==> config.mk <==
export PLATFORM = sky130hd
export DESIGN_NAME = vector_split_sequencer
export DESIGN_NICKNAME = d
export VERILOG_FILES = /design/src/rtl/vector_pkg.sv /design/src/rtl/vector_split_sequencer.sv
export SDC_FILE = /design/constraint.sdc
export NUM_CORES = 2
export LEC_CHECK = 0
export BUFFER_PORTS_ARGS = -buffer_cell sky130_fd_sc_hd__buf_2
export CAP_MARGIN = 30
export CORE_AREA = 2 2 300 302
export CTS_CLUSTER_SIZE = 40
export DETAILED_ROUTE_END_ITERATION = 6
export DIE_AREA = 0 0 302 304
export PLACE_DENSITY = 0.68
export SLEW_MARGIN = 10
export SYNTH_ARGS = -nofsm -noshare
export SYNTH_HDL_FRONTEND = slang
export SYNTH_SLANG_ARGS = --single-unit
==> constraint.sdc <==
create_clock -name CLK -period 4.6 [get_ports CLK]
set_input_delay 0.69 -clock CLK [delete_from_list [all_inputs] [get_ports CLK]]
set_output_delay 0.69 -clock CLK [all_outputs]
set_load 0.05 [all_outputs]
==> src/rtl/vector_pkg.sv <==
// Shared vector/lane geometry and split-sequencer types, common to the split and join paths so the
// lane-to-element mapping is defined in one place.
package vector_pkg;

  localparam int unsigned N      = 32;
  localparam int unsigned V      = 20;
  localparam int unsigned LANES  = 4;
  localparam int unsigned STRIDE = V / LANES;

  localparam int unsigned BeatW = (STRIDE > 1) ? $clog2(STRIDE) : 1;
  localparam int unsigned IdxW  = (V > 1) ? $clog2(V) : 1;
  localparam int unsigned LaneW = (LANES > 1) ? $clog2(LANES) : 1;

  typedef logic [N-1:0] elem_t;

  typedef enum logic [1:0] {
    IDLE = 2'd0,
    SEND = 2'd1,
    DONE = 2'd2
  } split_state_t;

  // Element carried by a lane on a given beat; lanes are STRIDE elements apart.
  function automatic logic [IdxW-1:0] elem_idx(input logic [BeatW-1:0] beat,
                                               input int unsigned lane);
    return IdxW'(beat) + IdxW'(lane * STRIDE);
  endfunction

endpackage

==> src/rtl/vector_split_sequencer.sv <==
// Snapshots a V-element vector and streams it out as STRIDE interleaved beats of LANES elements.
// Optional stall counter output enabled by defining SPLIT_STALL_CNT_EN.
module vector_split_sequencer
  import vector_pkg::*;
(
  input  logic                        CLK,
  input  logic                        RST,
  input  logic                        start_i,
  input  logic [V-1:0][N-1:0]         vector_i,
  input  logic                        ready_i,
  output logic                        valid_o,
  output logic [LANES-1:0][N-1:0]     lanes_o,
  output logic [BeatW-1:0]            beat_o,
  output logic                        last_o,
  output logic                        busy_o,
  output logic                        done_o
`ifdef SPLIT_STALL_CNT_EN
  ,
  output logic [15:0]                 stall_cnt_o
`endif
);

  if (V % LANES != 0) begin : g_bad_cfg
    $error("vector_split_sequencer: V must be a multiple of LANES");
  end

  localparam logic [BeatW-1:0] LastBeat = BeatW'(STRIDE - 1);

  split_state_t         state_q, state_d;
  logic [V-1:0][N-1:0]  vec_q, vec_d;
  logic [BeatW-1:0]     beat_q, beat_d;

  always_comb begin
    state_d = state_q;
    vec_d   = vec_q;
    beat_d  = beat_q;
    unique case (state_q)
      IDLE: begin
        if (start_i) begin
          vec_d   = vector_i;
          beat_d  = '0;
          state_d = SEND;
        end
      end
      SEND: begin
        if (ready_i) begin
          if (beat_q == LastBeat) begin
            beat_d  = '0;
            state_d = DONE;
          end else begin
            beat_d = beat_q + BeatW'(1);
          end
        end
      end
      DONE:    state_d = IDLE;
      default: state_d = IDLE;
    endcase
  end

  always_ff @(posedge CLK) begin
    if (RST) begin
      state_q <= IDLE;
      vec_q   <= '0;
      beat_q  <= '0;
    end else begin
      state_q <= state_d;
      vec_q   <= vec_d;
      beat_q  <= beat_d;
    end
  end

  assign valid_o = (state_q == SEND);
  assign beat_o  = beat_q;
  assign last_o  = valid_o && (beat_q == LastBeat);
  assign busy_o  = (state_q != IDLE);
  assign done_o  = (state_q == DONE);

  // Lanes read zero whenever no beat is being offered.
  always_comb begin
    lanes_o = '0;
    if (state_q == SEND) begin
      for (int unsigned j = 0; j < LANES; j++) begin
        lanes_o[LaneW'(j)] = vec_q[elem_idx(beat_q, j)];
      end
    end
  end

`ifdef SPLIT_STALL_CNT_EN
  logic [15:0] stall_cnt_q, stall_cnt_d;

  always_comb begin
    stall_cnt_d = stall_cnt_q;
    if ((state_q == IDLE) && start_i) begin
      stall_cnt_d = '0;
    end else if (valid_o && !ready_i && (stall_cnt_q != 16'hFFFF)) begin
      stall_cnt_d = stall_cnt_q + 16'd1;
    end
  end

  always_ff @(posedge CLK) begin
    if (RST) begin
      stall_cnt_q <= '0;
    end else begin
      stall_cnt_q <= stall_cnt_d;
    end
  end

  assign stall_cnt_o = stall_cnt_q;
`endif

endmodule

== After elaboration in Yosys (flattened, before gate mapping) ==
Index checks and enable logic that the tools add are counted.
Word-level totals
  register bits after elaboration: 645
  output and inout port bits: 135
  logic and storage cells: 60
Cells by class
  equality and inequality tests: 6
  $lt $le $gt $ge: 4
  mux-type cells: 17
  reduce and logical (&&, ||, !) cells: 7
  $add $sub $neg: 4
Operators by type and width (number)
  32-bit binary-select mux with 5-bit select: 3
  128-bit 2-to-1 mux: 1
  32-bit 2-to-1 mux: 4
  32-bit binary-select mux with 3-bit select: 1
  5-bit by 6-bit < comparator with 1-bit output (second input constant): 2
  3-bit by 4-bit adder with 5-bit output (second input constant): 2
  3-bit 2-to-1 mux: 3
  3-bit by 6-bit < comparator with 1-bit output (second input constant): 1
  4-bit by 6-bit < comparator with 1-bit output (second input constant): 1
  2-bit 2-to-1 mux: 3
  3-bit case mux with 2 select lines: 1
  3-bit AND reduction: 2
  3-bit by 3-bit adder with 4-bit output (second input constant): 1
  2-bit != test (second input constant): 2
  2-bit case mux with 2 select lines: 1
  2-bit nonzero test: 2
  3-bit by 1-bit adder with 3-bit output (second input constant): 1
  3-bit equality test (second input constant): 1
  2-bit by 1-bit equality test with 1-bit output (second input constant): 1
  2-bit equality test (second input constant): 1
  2-bit logical NOT: 1
  2-bit by 1-bit != test with 1-bit output (second input constant): 1
  2-bit AND reduction: 1
  1-bit logical AND: 1

== Logic depth before layout (Yosys ltp) ==
  depth in word-level cells: 4
  gate-level depth with buffers: 13
  depth with buffers taken out: 7

== Worst setup path after synthesis ==
Ideal clock, no wire load.
  path kind: flip-flop to output port
  start: register beat_q[1] (netlist: beat_o[1])
  end: output lanes_o[113] (netlist name)
  stages on the path, launching flop included: 13
  data arrival time: 4.140 ns
  setup slack: -0.230 ns
  data required time: 3.910 ns
  buffers on the path: 6
  cell sequence: dfxtp_1 -> buf_2 -> buf_2 -> buf_1 -> inv_1 -> ha_1 -> ha_1 -> buf_2 -> clkbuf_1 -> buf_2 -> mux4_2 -> o21ai_0 -> o21ai_0
RTL lines
  from (decl): line vector_split_sequencer.sv:31  | logic [BeatW-1:0] beat_q, beat_d;
  from (signal assigned): line vector_split_sequencer.sv:68  | beat_q <= beat_d;
  to (decl): line vector_split_sequencer.sv:12  | output logic [LANES-1:0][N-1:0] lanes_o,

==> results.json <==
{
  "status": "complete, no violations",
  "worst_setup_path_end_kind": "output port",
  "p_leak_nw": 16.49,
  "synth_top_area_cell": "dfxtp_1",
  "area.sequential_um2": 12920,
  "slew_headroom": 0.4152,
  "fmax_ghz": 0.2253,
  "post-route-drc-count": 0,
  "dieArea_um2": 91810,
  "layout_commonest_cell": "nand2_1",
  "holdWs_ps": 279.9,
  "root_buffer": "clkbuf_16",
  "drt_wl_total_um": 167000,
  "core-area_um2": 89050,
  "ir_drop_v": 0.0002721,
  "viasPerCell": 6.068,
  "drv_slew": 0,
  "via_count": 35099,
  "fin_ws_ps": 161.7,
  "fin_crit_sh": 0.9648,
  "period_needed_ps": 4438,
  "first_global_vias": 33033,
  "antenna_found_initial": 52,
  "htree_levels": 3,
  "grt-ovfl-total": 0,
  "crit_arrival_ps": 3750,
  "yosysWarningCount": 0,
  "cts_buffer_depth": 3,
  "start_util": 0.4033,
  "rsz0062_at_grt": "false",
  "grt.total_usage": 0.3539,
  "hold_viol_final": 0,
  "synth_cell_types": 42,
  "cts_sinks": 645,
  "grt_max_degree": 134,
  "syn-mean-instance-area_um2": 9.174,
  "cap_violations": 0,
  "fin_nets": 5170,
  "ys_ff_latch": 645,
  "final_cell_mix": "nand2_1 (1383), buf_2 (747), a21oi_1 (713)",
  "place_hpwl_um": 129700,
  "pwr_density_cell_nw_per_um2": 353.6,
  "startpoint_type": "register",
  "yosysTopAreaCellShare": 0.3595,
  "netlist_top_cells_area": "dfxtp_1 (36%), mux4_2 (27%), nand2_1 (14%)",
  "clock_skew_ps": 16.83,
  "synthToLayoutAreaGrowth_pct": 23.48,
  "cts_tree": "done",
  "drive_above_1_share": 0.3315,
  "final_antenna_net_count": 0,
  "io_pins": 779,
  "netlist_instances": 3915,
  "min_path_type": "input pin to register",
  "die_y_um": 304,
  "worstPathRequired_ps": 3910,
  "fillCellCount": 8394,
  "cts_hold_buf": 0,
  "synth_area_um2": 35920,
  "setup_violations": 0,
  "path_max_fanout": 22,
  "routabilityCongestion": 0.9508,
  "grt_pass1_wl_um": 233900,
  "clk_latency_ps": 640,
  "pre_cts_slack_ps": 232.8,
  "cts-buffers-inserted": 75,
  "critical_path_class": "register to output port",
  "tightest_slew_ps": 872.0,
  "dr.pass1.iters": 5,
  "path_clk_slew_ps": 60,
  "multiInputGateArea_um2": 21450,
  "port_buffers": 778,
  "wire_per_inst_um": 28.87,
  "fp.dieW_um": 302,
  "ys_seq_area_frac": 0.3595,
  "synth_nets": 4567,
  "row_count": 110,
  "drt_iter0_drc": 3938
}
power by group:
| group | internal, mW | switching [mW] | leakage [nW] |
|---|---|---|---|
| sequential | 5.93 | 0.415 | 5.30 |
| combinational | 1.19 | 1.65 | 9.88 |
| clock | 3.86 | 2.64 | 1.31 |
| total | 11.0 | 4.71 | 16.5 |
cells in the mapped netlist:
cell type / count
nand3_1: 10
buf_2: 87
and3b_1: 1
o21ai_0: 32
nor3_1: 1
a21oi_1: 713
and3_1: 8
a21boi_1: 1
nor2_1: 31
mux4_1: 8
mux2i_1: 63
or2_2: 2
a32oi_1: 5
o21ai_1: 27
nor4bb_1: 1
clkbuf_2: 1
a21bo_2: 1
o221ai_1: 4
nor2b_1: 8
buf_6: 9
a221o_1: 4
clkinv_1: 1
a31oi_1: 6
buf_4: 22
mux4_2: 431
a211oi_1: 4
clkbuf_1: 238
and2_1: 3
nor4b_1: 1
mux2_2: 31
xor2_2: 1
a22oi_1: 59
dfxtp_1: 645
nand2b_1: 1
o211ai_1: 6
inv_1: 7
ha_1: 8
buf_1: 16
o22ai_1: 32
nor3b_1: 1
nand2_1: 1384
nand4_1: 1
metal layers:
metal  vias up  track usage  share of wire  routed length (um)
li1      15227            -              -                   -
met1     17312       0.4378           0.37               61310
met2      2138       0.5628           0.47               77670
met3       402      0.09859           0.11               17650
met4        20       0.1841          0.061               10230
met5         -            0        0.00076                 127
worst max-delay path, stage by stage (launching register included):
cell      delay [ps]
dfxtp_2          360
inv_2            370
ha_1             250
a21boi_1         160
buf_4            170
and3_2           700
buf_4            280
o21ai_0           90
o21ai_1          490
buf_12           210
cells by family (layout without fill, tap and decap cells):
family,count (synthesis),in the layout,synth area share
buf+inv,381,1045,0.04706
xor+xnor,1,1,0.0004530
simple gates,1453,1453,0.1544
other cells,0,29,0
flops,645,645,0.3595
mux,533,533,0.3034
fa+ha+maj,8,8,0.002787
compound gates,894,894,0.1324
through the flow:
step / total power, mW / instance area, um2 / instances / setup TNS [ps] / util
finish: 15.68 / 44350 / 5784 / 0 / 0.4980
global route: 16.13 / 44320 / 5773 / 0 / 0.4977
CTS: 15.69 / 44250 / 5752 / 0 / 0.4969
detailed placement: 9.239 / 41460 / 5612 / 0 / 0.4656
global placement: 9.200 / 41460 / 5611 / 0 / 0.4656
floorplan: 7.980 / 35930 / 3915 / -294.7 / -
sequential cells by signal, summed over array words and instances (netlist names):
name / flops
vec_q: 640
state_q: 2
beat_o: 3
path summary, 6_finish.rpt:
| kind | startpoint | end | slack, ps | cells past startpoint |
|---|---|---|---|---|
| worst max register to register | state_q[0]$_SDFFE_PP0P_ | vec_q[285]$_SDFFE_PP0P_ | 2260 | 6 |
| worst min-delay path | vector_i[505] | vec_q[505]$_SDFFE_PP0P_ | 280 | 3 |
| worst min register to register | vec_q[558]$_SDFFE_PP0P_ | vec_q[558]$_SDFFE_PP0P_ | 470 | 2 |
| worst max-delay path | beat_o[2]$_SDFFE_PP0P_ | lanes_o[116] | 160 | 9 |
what timing repair did:
action                                  CTS  global route
setup buffers                             2             3
pin swaps                                 1             0
endpoints found under the setup margin   40             7
resized for setup                         9             1
area by class of cell:
class                      instances  area share
antenna                           29    0.001636
clock buffer                     103     0.04903
clock inverter                    35     0.01179
inverter                           8   0.0006771
multi-input combinational       2889      0.4837
sequential                       645      0.2913
tap                             1176     0.03318
timing repair buffer             899      0.1286
Note: power is estimated with default switching activity, not from simulation.
